$ cat src/rtl/digit_serial_adder.sv
// Digit-serial adder/subtractor with accumulator: one DATA_W-bit operation is
// folded over N = DATA_W/DIGIT_W cycles through a DIGIT_W-wide carry chain.
module digit_serial_adder #(
  parameter int DATA_W  = 16,
  parameter int DIGIT_W = 4
) (
  input  logic              clk,
  input  logic              reset,
  input  logic              in_valid,
  output logic              in_ready,
  input  logic [DATA_W-1:0] a_in,
  input  logic [DATA_W-1:0] b_in,
  input  logic              sub_in,
  input  logic              acc_mode,
  input  logic              clr_acc,
  output logic              out_valid,
  input  logic              out_ready,
  output logic [DATA_W-1:0] sum_out,
  output logic              carry_out,
  output logic              overflow_out
);

  localparam int N     = DATA_W / DIGIT_W;
  localparam int CNT_W = (N > 1) ? $clog2(N) : 1;

  typedef enum logic [1:0] {
    IDLE = 2'd0,
    RUN  = 2'd1,
    DONE = 2'd2
  } state_t;

  state_t              state_q, state_d;
  logic [CNT_W-1:0]    cnt_q, cnt_d;
  logic [DATA_W-1:0]   a_q, a_d;
  logic [DATA_W-1:0]   b_q, b_d;
  logic                carry_q, carry_d;
  logic [DATA_W-1:0]   res_q, res_d;
  logic [DATA_W-1:0]   acc_q, acc_d;
  logic [DATA_W-1:0]   sum_out_q, sum_out_d;
  logic                carry_out_q, carry_out_d;
  logic                ovf_q, ovf_d;

  logic [DIGIT_W-1:0]  a_dig;
  logic [DIGIT_W-1:0]  b_dig;
  logic [DIGIT_W:0]    dig_sum;
  logic                last_dig;
  logic [DATA_W-1:0]   b_src;

  // Select the active digit of each operand with a compare-per-digit mux so the
  // counter never needs to be widened into a bit-index expression.
  always_comb begin
    a_dig = '0;
    b_dig = '0;
    for (int k = 0; k < N; k++) begin
      if (cnt_q == CNT_W'(k)) begin
        a_dig = a_q[k*DIGIT_W +: DIGIT_W];
        b_dig = b_q[k*DIGIT_W +: DIGIT_W];
      end
    end
  end

  assign dig_sum  = {1'b0, a_dig} + {1'b0, b_dig} + {{DIGIT_W{1'b0}}, carry_q};
  assign last_dig = (cnt_q == CNT_W'(N - 1));

  // A clear coincident with an accumulate-mode accept feeds zero as operand B.
  assign b_src = acc_mode ? (clr_acc ? '0 : acc_q) : b_in;

  always_comb begin
    state_d     = state_q;
    cnt_d       = cnt_q;
    a_d         = a_q;
    b_d         = b_q;
    carry_d     = carry_q;
    res_d       = res_q;
    acc_d       = acc_q;
    sum_out_d   = sum_out_q;
    carry_out_d = carry_out_q;
    ovf_d       = ovf_q;

    case (state_q)
      IDLE: begin
        if (in_valid) begin
          a_d     = a_in;
          b_d     = b_src ^ {DATA_W{sub_in}};
          carry_d = sub_in;
          cnt_d   = '0;
          res_d   = '0;
          state_d = RUN;
        end
      end

      RUN: begin
        for (int k = 0; k < N; k++) begin
          if (cnt_q == CNT_W'(k)) begin
            res_d[k*DIGIT_W +: DIGIT_W] = dig_sum[DIGIT_W-1:0];
          end
        end
        carry_d = dig_sum[DIGIT_W];
        if (last_dig) begin
          cnt_d       = '0;
          state_d     = DONE;
          sum_out_d   = res_d;
          carry_out_d = dig_sum[DIGIT_W];
          ovf_d       = (a_q[DATA_W-1] == b_q[DATA_W-1]) &&
                        (res_d[DATA_W-1] != a_q[DATA_W-1]);
          acc_d       = res_d;
        end else begin
          cnt_d = cnt_q + CNT_W'(1);
        end
      end

      DONE: begin
        if (out_ready) begin
          state_d = IDLE;
        end
      end

      default: state_d = IDLE;
    endcase

    // Clear has priority over the completion write-back.
    if (clr_acc) begin
      acc_d = '0;
    end
  end

  always_ff @(posedge clk) begin
    if (reset) begin
      state_q     <= IDLE;
      cnt_q       <= '0;
      a_q         <= '0;
      b_q         <= '0;
      carry_q     <= 1'b0;
      res_q       <= '0;
      acc_q       <= '0;
      sum_out_q   <= '0;
      carry_out_q <= 1'b0;
      ovf_q       <= 1'b0;
    end else begin
      state_q     <= state_d;
      cnt_q       <= cnt_d;
      a_q         <= a_d;
      b_q         <= b_d;
      carry_q     <= carry_d;
      res_q       <= res_d;
      acc_q       <= acc_d;
      sum_out_q   <= sum_out_d;
      carry_out_q <= carry_out_d;
      ovf_q       <= ovf_d;
    end
  end

  assign in_ready     = (state_q == IDLE);
  assign out_valid    = (state_q == DONE);
  assign sum_out      = sum_out_q;
  assign carry_out    = carry_out_q;
  assign overflow_out = ovf_q;

endmodule
$ cat config.mk
export PLATFORM = sky130hd
export DESIGN_NAME = digit_serial_adder
export DESIGN_NICKNAME = d
export VERILOG_FILES = /design/src/rtl/digit_serial_adder.sv
export SDC_FILE = /design/constraint.sdc
export NUM_CORES = 1
export LEC_CHECK = 0
export CAP_MARGIN = 25
export CORE_MARGIN = 8
export CORE_UTILIZATION = 65
export CTS_CLUSTER_SIZE = 10
export DETAILED_ROUTE_END_ITERATION = 6
export DONT_BUFFER_PORTS = 1
export PLACE_DENSITY = 0.79
export RECOVER_POWER = 100
export SLEW_MARGIN = 25
export SYNTH_ARGS = -nofsm -noshare
export SYNTH_HDL_FRONTEND = slang
export SYNTH_SLANG_ARGS = --single-unit
$ cat constraint.sdc
create_clock -name clk -period 6.6 [get_ports clk]
set_input_delay 1.32 -clock clk [delete_from_list [all_inputs] [get_ports clk]]
set_output_delay 1.32 -clock clk [all_outputs]
set_load 0.01 [all_outputs]
## Yosys cells after proc, flatten, opt, wreduce, memory -nomap -nowiden

Index checks and enable logic that the tools add are counted.

| word-level totals | value |
|---|---|
| flip-flop bits (word level) | 87 |
| input port bits | 39 |
| output and inout port bits | 20 |
| logic and storage cells | 59 |

| operators by class | value |
|---|---|
| add/subtract/negate cells | 3 |
| equality and inequality tests | 10 |
| multiplexer cells | 26 |
| bitwise gates (word level) | 1 |
| reduce and logical (&&, ||, !) cells | 9 |

Operators by type and width:

| kind | count |
|---|---|
| 4-bit two-way mux | 13 |
| 16-bit two-way mux | 3 |
| 16-bit case mux with 2 select lines | 1 |
| 16-bit XOR | 1 |
| 2-bit two-way mux | 5 |
| 2-bit equality test, second input constant | 3 |
| 2-bit case mux with 3 select lines | 1 |
| 2-bit AND reduction | 3 |
| 4-bit by 4-bit adder with 5-bit output | 1 |
| 5-bit by 1-bit adder with 5-bit output | 1 |
| 2-bit by 1-bit equality test with 1-bit output, second input constant | 2 |
| 2-bit logical NOT | 2 |
| 2-bit != test, second input constant | 2 |
| 2-bit case mux with 2 select lines | 1 |
| 3-bit AND reduction | 1 |
| 2-bit by 1-bit adder with 2-bit output, second input constant | 1 |
| 2-bit by 1-bit != test with 1-bit output, second input constant | 1 |
| 1-bit case mux with 2 select lines | 1 |
| 2-bit nonzero test | 1 |
| 2-bit OR reduction | 1 |
| 1-bit equality test | 1 |
| 1-bit logical AND | 1 |
| 1-bit two-way mux | 1 |
| 1-bit != test | 1 |

## Longest topological paths before layout

Gate-level depths: netlist of the first run.

| depth | value |
|---|---|
| depth in word-level cells | 11 |
| gate-level depth with buffers | 14 |
| mapped depth without buffers | 13 |

## Worst setup path after synthesis of the first run

Ideal clock, no wire load.

| path | value |
|---|---|
| kind | register to register |
| start | register cnt_q[0] |
| end | register ovf_q (netlist: overflow_out) |
| setup time | 0.091 ns |
| data arrival time | 2.868 ns |
| data required time | 6.509 ns |
| slack | 3.641 ns |
| cell stages (with the launch flop) | 12 |
| path buffers | 2 |
| clock period less this slack | 2.959 ns |
| cells stage by stage | dfxtp_1 > inv_1 > ha_1 > clkbuf_1 > buf_1 > a21oi_1 > o21ai_0 > ha_1 > and3b_4 > o21a_1 > or4_1 > a311oi_1 |

| between the ends | value |
|---|---|
| longest elaborated chain between the ends | 11 |
| elaborated cells on any way between the ends | 19 |
| classes of those cells | 2 x add/sub; 4 x eq/ne; 10 x mux; 3 x reduce/logical |

RTL lines:

| what | RTL line | text |
|---|---|---|
| start: declaration | 33 | `logic [CNT_W-1:0] cnt_q, cnt_d;` |
| start signal: assignment | 141 | `cnt_q <= cnt_d;` |
| 2-bit logical NOT | 55 | `if (cnt_q == CNT_W'(k)) begin` |
| 4-bit two-way mux (4 in series) | 55 |  |
| 4-bit by 4-bit adder with 5-bit output | 62 | `assign dig_sum = {1'b0, a_dig} + {1'b0, b_dig} + {{DIGIT_W{1'b0}}, carry_q};` |
| 5-bit by 1-bit adder with 5-bit output | 62 |  |
| 4-bit two-way mux | 94 | `if (cnt_q == CNT_W'(k)) begin` |
| 4-bit two-way mux | 80 | `case (state_q)` |
| 1-bit != test | 105 | `(res_d[DATA_W-1] != a_q[DATA_W-1]);` |
| 1-bit logical AND | 104 | `ovf_d = (a_q[DATA_W-1] == b_q[DATA_W-1]) &&` |
| end signal: assignment | 149 | `ovf_q <= ovf_d;` |
| end: declaration | 41 | `logic ovf_q, ovf_d;` |

Several ways; a longest one is shown, not always the timed one. The select of a mux whose other input is x is not followed.
A chain may end at the register's enable or synchronous reset.

## Worst setup path in the final report of the first run

| path | value |
|---|---|
| start | register cnt_q[0] |
| end | register sum_out_q[7] (netlist: sum_out[7]) |

| between the ends | value |
|---|---|
| longest elaborated chain between the ends | 8 |
| elaborated cells on any way between the ends | 16 |
| classes of those cells | 2 x add/sub; 3 x eq/ne; 9 x mux; 2 x reduce/logical |

RTL lines:

| what | RTL line | text |
|---|---|---|
| 2-bit logical NOT | 55 |  |
| 4-bit two-way mux (4 in series) | 55 |  |
| 4-bit by 4-bit adder with 5-bit output | 62 |  |
| 5-bit by 1-bit adder with 5-bit output | 62 |  |
| 4-bit two-way mux | 94 |  |
| end signal: assignment | 147 | `sum_out_q <= sum_out_d;` |
| end: declaration | 39 | `logic [DATA_W-1:0] sum_out_q, sum_out_d;` |

Several ways; a longest one is shown, not always the timed one.

==> results_dict.tcl, run 1 <==
set metrics [dict create \
    antenna_found_initial 0 \
    reg2reg_slack_ns 2.87 \
    max_freq_mhz 268 \
    end_kind "flip-flop" \
    area_delta_synth_final_pct 4.45 \
    fillCellCount 505 \
    ys_ff_latch 83 \
    rr_endpoint "sum_out[7]$_SDFFE_PP0P_" \
    cts_buffer_depth 2 \
    irDropWorstVdd_v 0.000176 \
    fin_skew_ns 0.0108 \
    overflow 0 \
    drtIter0Drc 255 \
    yosys.area.top_type "dfxtp_1" \
    syn_area_per_cell_um2 7.98 \
    fp-row-count 28 \
    tritoncts "done" \
    die-width_um 93.6 \
    worst_pin_slew_ns 2.04 \
    num_io_pins 59 \
    dp_hpwl_mm 6.46 \
    drive_gt1_share_pct 5.53 \
    fin_nets 513 \
    clk_pin_slew_worst_paths_ns 0.09 \
    startpoint_type "flip-flop" \
    hp-class "flip-flop to flip-flop" \
    drt-total-wl_mm 9.47 \
    grt_max_degree 72 \
    synth_cell_type_count 39 \
    gr-usage-met1_pct 27.2 \
    leakage_nw 1.44 \
    die_area_um2 8760 \
    post_cts_buffers 0 \
    clk_latency_ns 0.36 \
    initial_core_util_pct 66.5 \
    rsz0062_at_grt "false" \
    slew_viol_final 20 \
    setup_tns_ns 0 \
    drc 0 \
    period_share_pct 56.5 \
    violations "capacitance limit, slew limit" \
    core_um2 5890 \
    dr.pass1.iters 5 \
    met2_usage_pct 34.4 \
    ys_warn_count 0 \
    synth.net_count 538 \
    synthArstFlopShare_pct 0 \
    crit_type "flip-flop to flip-flop" \
    cts_root_buf "clkbuf_8" \
    grt_pass1_vias 3084 \
    yosys_most_used_dff "dfxtp_1" \
    maxCapViolCount 1 \
    fin_total_pwr_mw 1.03 \
    cts_sinks 83 \
    multi_input_area_um2 2020 \
    required_ns 6.86 \
    r2r_start "cnt_q[0]$_SDFFE_PP0P_" \
    slew_headroom_pct -36.1 \
    port_buffers 0 \
    htreeDepth 3 \
    seqCellArea_um2 1660 \
    finalCriticalPeriod_ns 3.73 \
    cts_resized 0 \
    crit_path_end "sum_out[7]$_SDFFE_PP0P_" \
    outcome "finished with violations" \
    reg2regPathDepth 11 \
    cts_buffers 9 \
    synth_top_area_share_pct 42.5 \
    grt_pass1_wl_mm 15.1 \
    post_drt_wl_per_cell_um 17.4 \
    cts_hold_buffers 0 \
    grt_busiest_layer "met2" \
    cp_max_fo 22 \
    die_h_um 93.6 \
    ys_seq_area_share_pct 42.5 \
    synth_area_um2 3910 \
    vias 3313 \
    synth.most_common_cell "dfxtp_1" \
    n_antenna_cell 0 \
    vias_per_cell 6.08 \
    grt.met3_usage_pct 5.85 \
    syn_inst 490 \
    holdWs_ns 0.456 \
    crit_arrival_ns 3.99 \
    synth_edf_count 0 \
    gp_congestion 0.855 \
    hold_violations 0 \
    power_density_nw_per_um2 251 \
    synth_common_cells "83 x dfxtp_1, 72 x nand2_1, 54 x a21oi_1" \
    crit_start "cnt_q[0]$_SDFFE_PP0P_" \
    antenna_left 0 \
    grt_util_all_layers_pct 21.5 \
    setup_viol_count_final 0 \
    ys_top_cells_by_area "dfxtp_1 42%, nand3b_1 7.7%, a21oi_1 6.9%" \
]
[final cells by class]
| cell class | instances | share of cell area (%) |
|---|---|---|
| clock buffers | 9 | 3.03 |
| clock inverters | 7 | 2.05 |
| inverters | 20 | 1.84 |
| multi-input cells | 348 | 49.4 |
| flip-flops and latches | 83 | 40.7 |
| well taps | 75 | 2.30 |
| repair buffers | 3 | 0.735 |
[flip-flops by register name, indices dropped and copies added (netlist names)]
| register | count |
|---|---|
| a_q | 16 |
| acc_q | 16 |
| b_q | 16 |
| carry_out | 1 |
| carry_q | 1 |
| cnt_q | 2 |
| overflow_out | 1 |
| res_q | 12 |
| state_q | 2 |
| sum_out | 16 |
[cells in the final DEF, fill, tap and decap left out, drive strengths merged]
cell type	netlist	routed
nand3	2	2
nand2	73	73
a32oi	3	3
clkinvlp	0	1
a21oi	54	54
dfxtp	83	83
bufinv	0	1
o21a	1	1
a22oi	6	6
nor3	10	10
mux2i	2	2
and2	1	1
buf	12	3
nand4	3	3
a21o	2	2
a31oi	3	3
nor2	33	33
nand3b	40	40
nor2b	5	5
inv	20	23
clkbuf	27	9
or4	1	1
o21ai	47	47
o21ba	1	1
and3b	4	4
o211ai	7	7
clkinv	0	2
xnor2	17	17
o31ai	2	2
nand2b	4	4
nor3b	1	1
ha	7	7
o21bai	3	3
a311oi	4	4
a211oi	5	5
or3	4	4
or2	1	1
fa	2	2
[how the worst min path moves through the flow]
stage,from,to,depth (start not counted)
3_3_place_gp,res_q[3]$_SDFFE_PP0P_,res_q[3]$_SDFFE_PP0P_,2
5_1_grt,a_q[3]$_SDFFE_PP0P_,a_q[3]$_SDFFE_PP0P_,2
2_1_floorplan,a_q[0]$_SDFFE_PP0P_,a_q[0]$_SDFFE_PP0P_,2
4_1_cts,a_q[3]$_SDFFE_PP0P_,a_q[3]$_SDFFE_PP0P_,2
3_5_place_dp,a_q[1]$_SDFFE_PP0P_,a_q[1]$_SDFFE_PP0P_,2
6_report,a_q[3]$_SDFFE_PP0P_,a_q[3]$_SDFFE_PP0P_,2
[kinds of logic (layout without fill, tap and decap cells)]
| family | Yosys count | count (layout) | synth area share (%) |
|---|---|---|---|
| mux | 2 | 2 | 0.512 |
| buf+inv | 59 | 39 | 5.95 |
| compound gates | 138 | 138 | 20.3 |
| fa+ha+maj | 9 | 9 | 3.26 |
| simple gates | 182 | 182 | 23.7 |
| xor+xnor | 17 | 17 | 3.81 |
| flops | 83 | 83 | 42.5 |
[worst max-delay path: stages, from the launching register on]
cell and delay [ns]:
dfxtp_1 0.34, inv_1 0.12, ha_1 0.73, nand3b_1 0.14, a21oi_1 0.18, a21oi_1 0.05
o21ai_0 0.45, ha_1 0.33, and3b_4 0.19, o21ai_0 0.38, nand2_1 0.35, a311oi_1 0.36
[through the flow]
step	area, µm²	setup WS, ns	utilization [%]	instances
final	4090	2.87	69.4	545
after CTS	4090	2.99	69.5	545
after global placement	3870	3.15	65.7	528
after global routing	4090	2.54	69.4	545
after floorplan	3910	3.64	-	490
after detailed placement	3880	3.05	66.0	529
[routing by layer]
layer  wire length [µm]  up-vias
met4                152        0
met1               4170     1567
met2               4500      102
met5                  0        -
met3                649       20
li1                   -     1624
[where the power goes]
part	switching, mW	internal (mW)
Combinational	0.0705	0.0427
Sequential	0.0110	0.518
Clock	0.202	0.181
(Power assumes the default switching activity.)
==> run 2, diff against run 1 <==
- CORE_UTILIZATION: 65 -> 57
- PLACE_DENSITY: 0.79 -> 0.73
- clock period: 6.6 -> 3.1 ns (I/O delays scaled with it)
==> results_dict.tcl, run 2 (same netlist as run 1, synthesis figures left out) <==
set metrics [dict create \
    htreeDepth 3 \
    drt-total-wl_mm 9.56 \
    die-width_um 98.9 \
    fp-row-count 30 \
    slew_viol_final 0 \
    clk_pin_slew_worst_paths_ns 0.09 \
    dp_cells 544 \
    antenna_found_initial 0 \
    dr.pass1.iters 4 \
    irDropWorstVdd_v 0.000282 \
    outcome "finished, final reports clean" \
    period_share_pct 93.2 \
    cts_hold_buffers 0 \
    layout_commonest_cell "dfxtp_1" \
    overflow 0 \
    n_antenna_cell 0 \
    finish.utilization_pct 61.7 \
    fin_nets 523 \
    clk_latency_ns 0.35 \
    initial_core_util_pct 58.2 \
    slew_headroom_pct 24.3 \
    vias_per_cell 5.95 \
    drc 0 \
    antenna_left 0 \
    rsz0062_at_grt "false" \
    layout_common_cells "82 x dfxtp_1, 73 x nand2_1, 54 x a21oi_1, 47 x o21ai_0, 40 x nand3b_1" \
    num_io_pins 59 \
    setup_tns_ns 0 \
    grt_pass1_vias 3180 \
    hold_path_end "sum_out[8]$_SDFFE_PP0P_" \
    hold_path.startpoint "reset" \
    hold_depth 1 \
    area_delta_synth_final_pct 6.01 \
    end_kind "flip-flop" \
    maxCapViolCount 0 \
    tritoncts "done" \
    reg2reg_slack_ns 0.21 \
    gp_congestion 0.846 \
    holdWs_ns 0.349 \
    worst_pin_slew_ns 1.14 \
    crit_arrival_ns 3.11 \
    startpoint_type "flip-flop" \
    drive_gt1_share_pct 7.50 \
    cts_root_buf "clkbuf_8" \
    core_um2 6720 \
    reg2regPathDepth 11 \
    crit_type "flip-flop to flip-flop" \
    grt_pass1_wl_mm 15.8 \
    vias 3332 \
    dp_hpwl_mm 6.78 \
    max_freq_mhz 346 \
    required_ns 3.32 \
    cp_max_fo 9 \
    finalCriticalPeriod_ns 2.89 \
    cts_buffer_depth 2 \
    die_h_um 98.9 \
    grt_max_degree 72 \
    cts_sinks 83 \
    fin_skew_ns 0.0104 \
    hold_violations 0 \
    r2r_start "cnt_q[0]$_SDFFE_PP0P_" \
    rr_endpoint "sum_out[7]$_SDFFE_PP0P_" \
    hp-class "primary input to flip-flop" \
    layout.cells.non_filler 560 \
    drtIter0Drc 233 \
    port_buffers 0 \
    post_drt_wl_per_cell_um 17.1 \
    power_density_nw_per_um2 505 \
    die_area_um2 9770 \
    leakage_nw 1.47 \
    setup_viol_count_final 0 \
    grt_util_all_layers_pct 20.2 \
    fillCellCount 612 \
    cts_buffers 9 \
]
run 2: cell count changes in the layout (fill, tap and decap cells not counted), sizes merged:
cell | before | now
clkbuf | 9 | 12
bufinv | 1 | 0
buf | 3 | 11
run 2: where the power goes:
part / internal [mW] / switching [mW] / leakage, nW
Sequential: 1.10 / 0.0270 / 0.675
Clock: 0.300 / 0.409 / 0.0877
Combinational: 0.105 / 0.150 / 0.708
run 2: worst max-delay path, cell delays in order (launching register included):
cell and delay, ns:
dfxtp_2 0.35, inv_1 0.12, ha_2 0.30, nand3b_1 0.10
a21oi_1 0.15, a21oi_1 0.06, o21ai_0 0.25, ha_1 0.29
and3b_4 0.19, or3_2 0.50, nand2_1 0.30, a311oi_1 0.15
run 2: final cells by class:
cell class	count	area [µm²]	share of cell area [%]
clock buffer	10	128	3.08
clock inverter	6	47.5	1.15
inverter	20	75.1	1.81
multi-input combinational	348	2030	49.0
sequential	83	1660	40.1
tap	80	100	2.41
timing repair buffer	13	101	2.44
run 2: how the worst max path moves through the flow:
| stage | start | cells after the start | to |
|---|---|---|---|
| finish | cnt_q[0]$_SDFFE_PP0P_ | 11 | sum_out[7]$_SDFFE_PP0P_ |
| global route | cnt_q[0]$_SDFFE_PP0P_ | 11 | sum_out[1]$_SDFFE_PP0P_ |
| CTS | cnt_q[1]$_SDFFE_PP0P_ | 12 | overflow_out$_SDFFE_PP0P_ |
| detailed placement | cnt_q[1]$_SDFFE_PP0P_ | 14 | acc_q[2]$_SDFFE_PP0P_ |
| global placement | cnt_q[1]$_SDFFE_PP0P_ | 14 | sum_out[2]$_SDFFE_PP0P_ |
| floorplan | cnt_q[0]$_SDFFE_PP0P_ | 11 | overflow_out$_SDFFE_PP0P_ |
run 2: layer usage:
layer | share of wire (%) | wire length (µm) | global-route usage (%)
met4 | 1.5 | 145 | 6.73
met5 | 0 | 0 | 0
met2 | 49 | 4660 | 34.0
met1 | 43 | 4100 | 24.0
met3 | 6.9 | 655 | 5.85
run 2: timing repair:
item,CTS,global route
endpoints found under the setup margin,0,28
gates resized for setup,0,6
setup buffers,0,0
run 2: stage by stage:
stage	worst slack [ns]	total power [mW]	instance area (µm²)
3_3_place_gp	0.200	1.39	3940
6_report	0.210	2.09	4150
5_1_grt	0.000884	2.19	4150
3_5_place_dp	0.102	1.41	3970
2_1_floorplan	0.141	1.35	3910
4_1_cts	0.0847	2.11	4140
==> run 3, diff against run 2 <==
- CORE_MARGIN: 8 -> not set
==> results_dict.tcl, run 3 (same netlist as run 1, synthesis figures left out) <==
set metrics [dict create \
    layout_commonest_cell "dfxtp_1" \
    antenna_left 0 \
    overflow 0 \
    drc 2 \
    die_area_um2 7200 \
    fin_total_pwr_mw 2.13 \
    dr.pass1.iters 7 \
    crit_start "cnt_q[1]$_SDFFE_PP0P_" \
    area_delta_synth_final_pct 6.94 \
    required_ns 3.37 \
    die_h_um 84.9 \
    hold_path.startpoint "reset" \
    layout.cells.non_filler 559 \
    rsz0062_at_grt "false" \
    max_freq_mhz 350 \
    post_drt_wl_per_cell_um 16.4 \
    dp_hpwl_mm 6.37 \
    maxCapViolCount 0 \
    die-width_um 84.9 \
    leakage_nw 1.50 \
    crit_type "flip-flop to flip-flop" \
    fin_nets 525 \
    htreeDepth 3 \
    clk_latency_ns 0.35 \
    setup_viol_count_final 0 \
    irDropWorstVdd_v 0.000320 \
    grt_pass1_wl_mm 14.9 \
    layout_common_cells "82 x dfxtp_1, 72 x nand2_1, 54 x a21oi_1, 44 x o21ai_0, 40 x nand3b_1" \
    num_io_pins 59 \
    grt_max_degree 72 \
    power_density_nw_per_um2 510 \
    startpoint_type "flip-flop" \
    antenna_found_initial 0 \
    setup_tns_ns 0 \
    port_buffers 0 \
    fillCellCount 574 \
    worst_pin_slew_ns 1.07 \
    seqCellArea_um2 1660 \
    initial_core_util_pct 60.2 \
    cts_buffer_depth 2 \
    finish.utilization_pct 64.4 \
    gp_congestion 0.857 \
    outcome "finished with violations" \
    slew_headroom_pct 28.7 \
    multi_input_area_um2 2040 \
    violations "DRC" \
    fp-row-count 29 \
    n_antenna_cell 0 \
    slew_viol_final 0 \
    grt_pass1_vias 2967 \
    period_share_pct 92.1 \
    end_kind "flip-flop" \
    r2r_start "cnt_q[1]$_SDFFE_PP0P_" \
    crit_arrival_ns 3.12 \
    vias_per_cell 5.92 \
    dp_cells 542 \
    cp_max_fo 22 \
    hold_violations 0 \
    grt_util_all_layers_pct 26.7 \
    tritoncts "done" \
    drt-total-wl_mm 9.16 \
    drtIter0Drc 174 \
    cts_buffers 9 \
    finalCriticalPeriod_ns 2.86 \
    fin_skew_ns 0.0127 \
    vias 3312 \
    cts_root_buf "clkbuf_8" \
    cts_sinks 83 \
    core_um2 6490 \
    hp-class "primary input to flip-flop" \
    clk_pin_slew_worst_paths_ns 0.09 \
    drive_gt1_share_pct 9.13 \
]
-- run 3: cell types whose count changed in the layout (fill, tap and decap cells not counted), sizes merged --
cell / previous run / this run
buf: 11 / 14
clkinv: 2 / 1
-- run 3: repair_timing --
item / in CTS / in global routing
hold buffers: 0 / 0
gates resized for setup: 0 / 11
endpoints found under the setup margin: 0 / 23
buffers inserted: 0 / 1
-- run 3: through the flow --
step	hold slack [ns]	cell area [µm²]	setup WS, ns
finish	0.329	4180	0.244
global placement	0.439	3960	0.224
CTS	0.308	4160	0.116
floorplan	0.432	3910	0.141
detailed placement	0.441	3960	0.148
global route	0.300	4180	0.00800
-- run 3: final timing paths --
kind | depth (start not counted) | to | slack [ns]
worst max-delay path | 12 | overflow_out$_SDFFE_PP0P_ | 0.24
worst min-delay path | 1 | carry_q$_SDFFE_PP0P_ | 0.33
worst max register to register | 12 | overflow_out$_SDFFE_PP0P_ | 0.24
worst min register to register | 2 | res_q[11]$_SDFFE_PP0P_ | 0.45
-- run 3: layout make-up --
class / instances / area share, %
multi-input cells: 348 / 48.8
clock buffers: 11 / 3.62
clock inverters: 5 / 1.02
repair buffers: 15 / 2.69
flip-flops and latches: 83 / 39.7
inverters: 20 / 1.79
well taps: 77 / 2.30
-- run 3: power breakdown --
group / switching [mW] / leakage [nW] / internal (mW) / total (mW)
registers: 0.0257 / 0.675 / 1.10 / 1.13
clock network: 0.400 / 0.0969 / 0.345 / 0.745
logic: 0.153 / 0.728 / 0.106 / 0.259
total: 0.579 / 1.50 / 1.55 / 2.13
-- run 3: worst max-delay path, stage by stage, from the launching register on --
cell	delay [ns]
dfxtp_2	0.35
inv_1	0.06
ha_1	0.20
buf_6	0.18
and3b_1	0.22
a21oi_1	0.04
o21ai_0	0.15
mux2i_1	0.11
fa_1	0.42
and3b_4	0.33
nor3_1	0.06
or4_1	0.40
a311oi_1	0.26
-- run 3: routing by layer --
metal | up-vias | global-route usage [%] | wire (µm)
li1 | 1650 | - | -
met1 | 1553 | 35.5 | 4150
met2 | 98 | 42.4 | 4330
met3 | 11 | 7.88 | 550
met4 | 0 | 7.86 | 129
met5 | - | 0 | 0
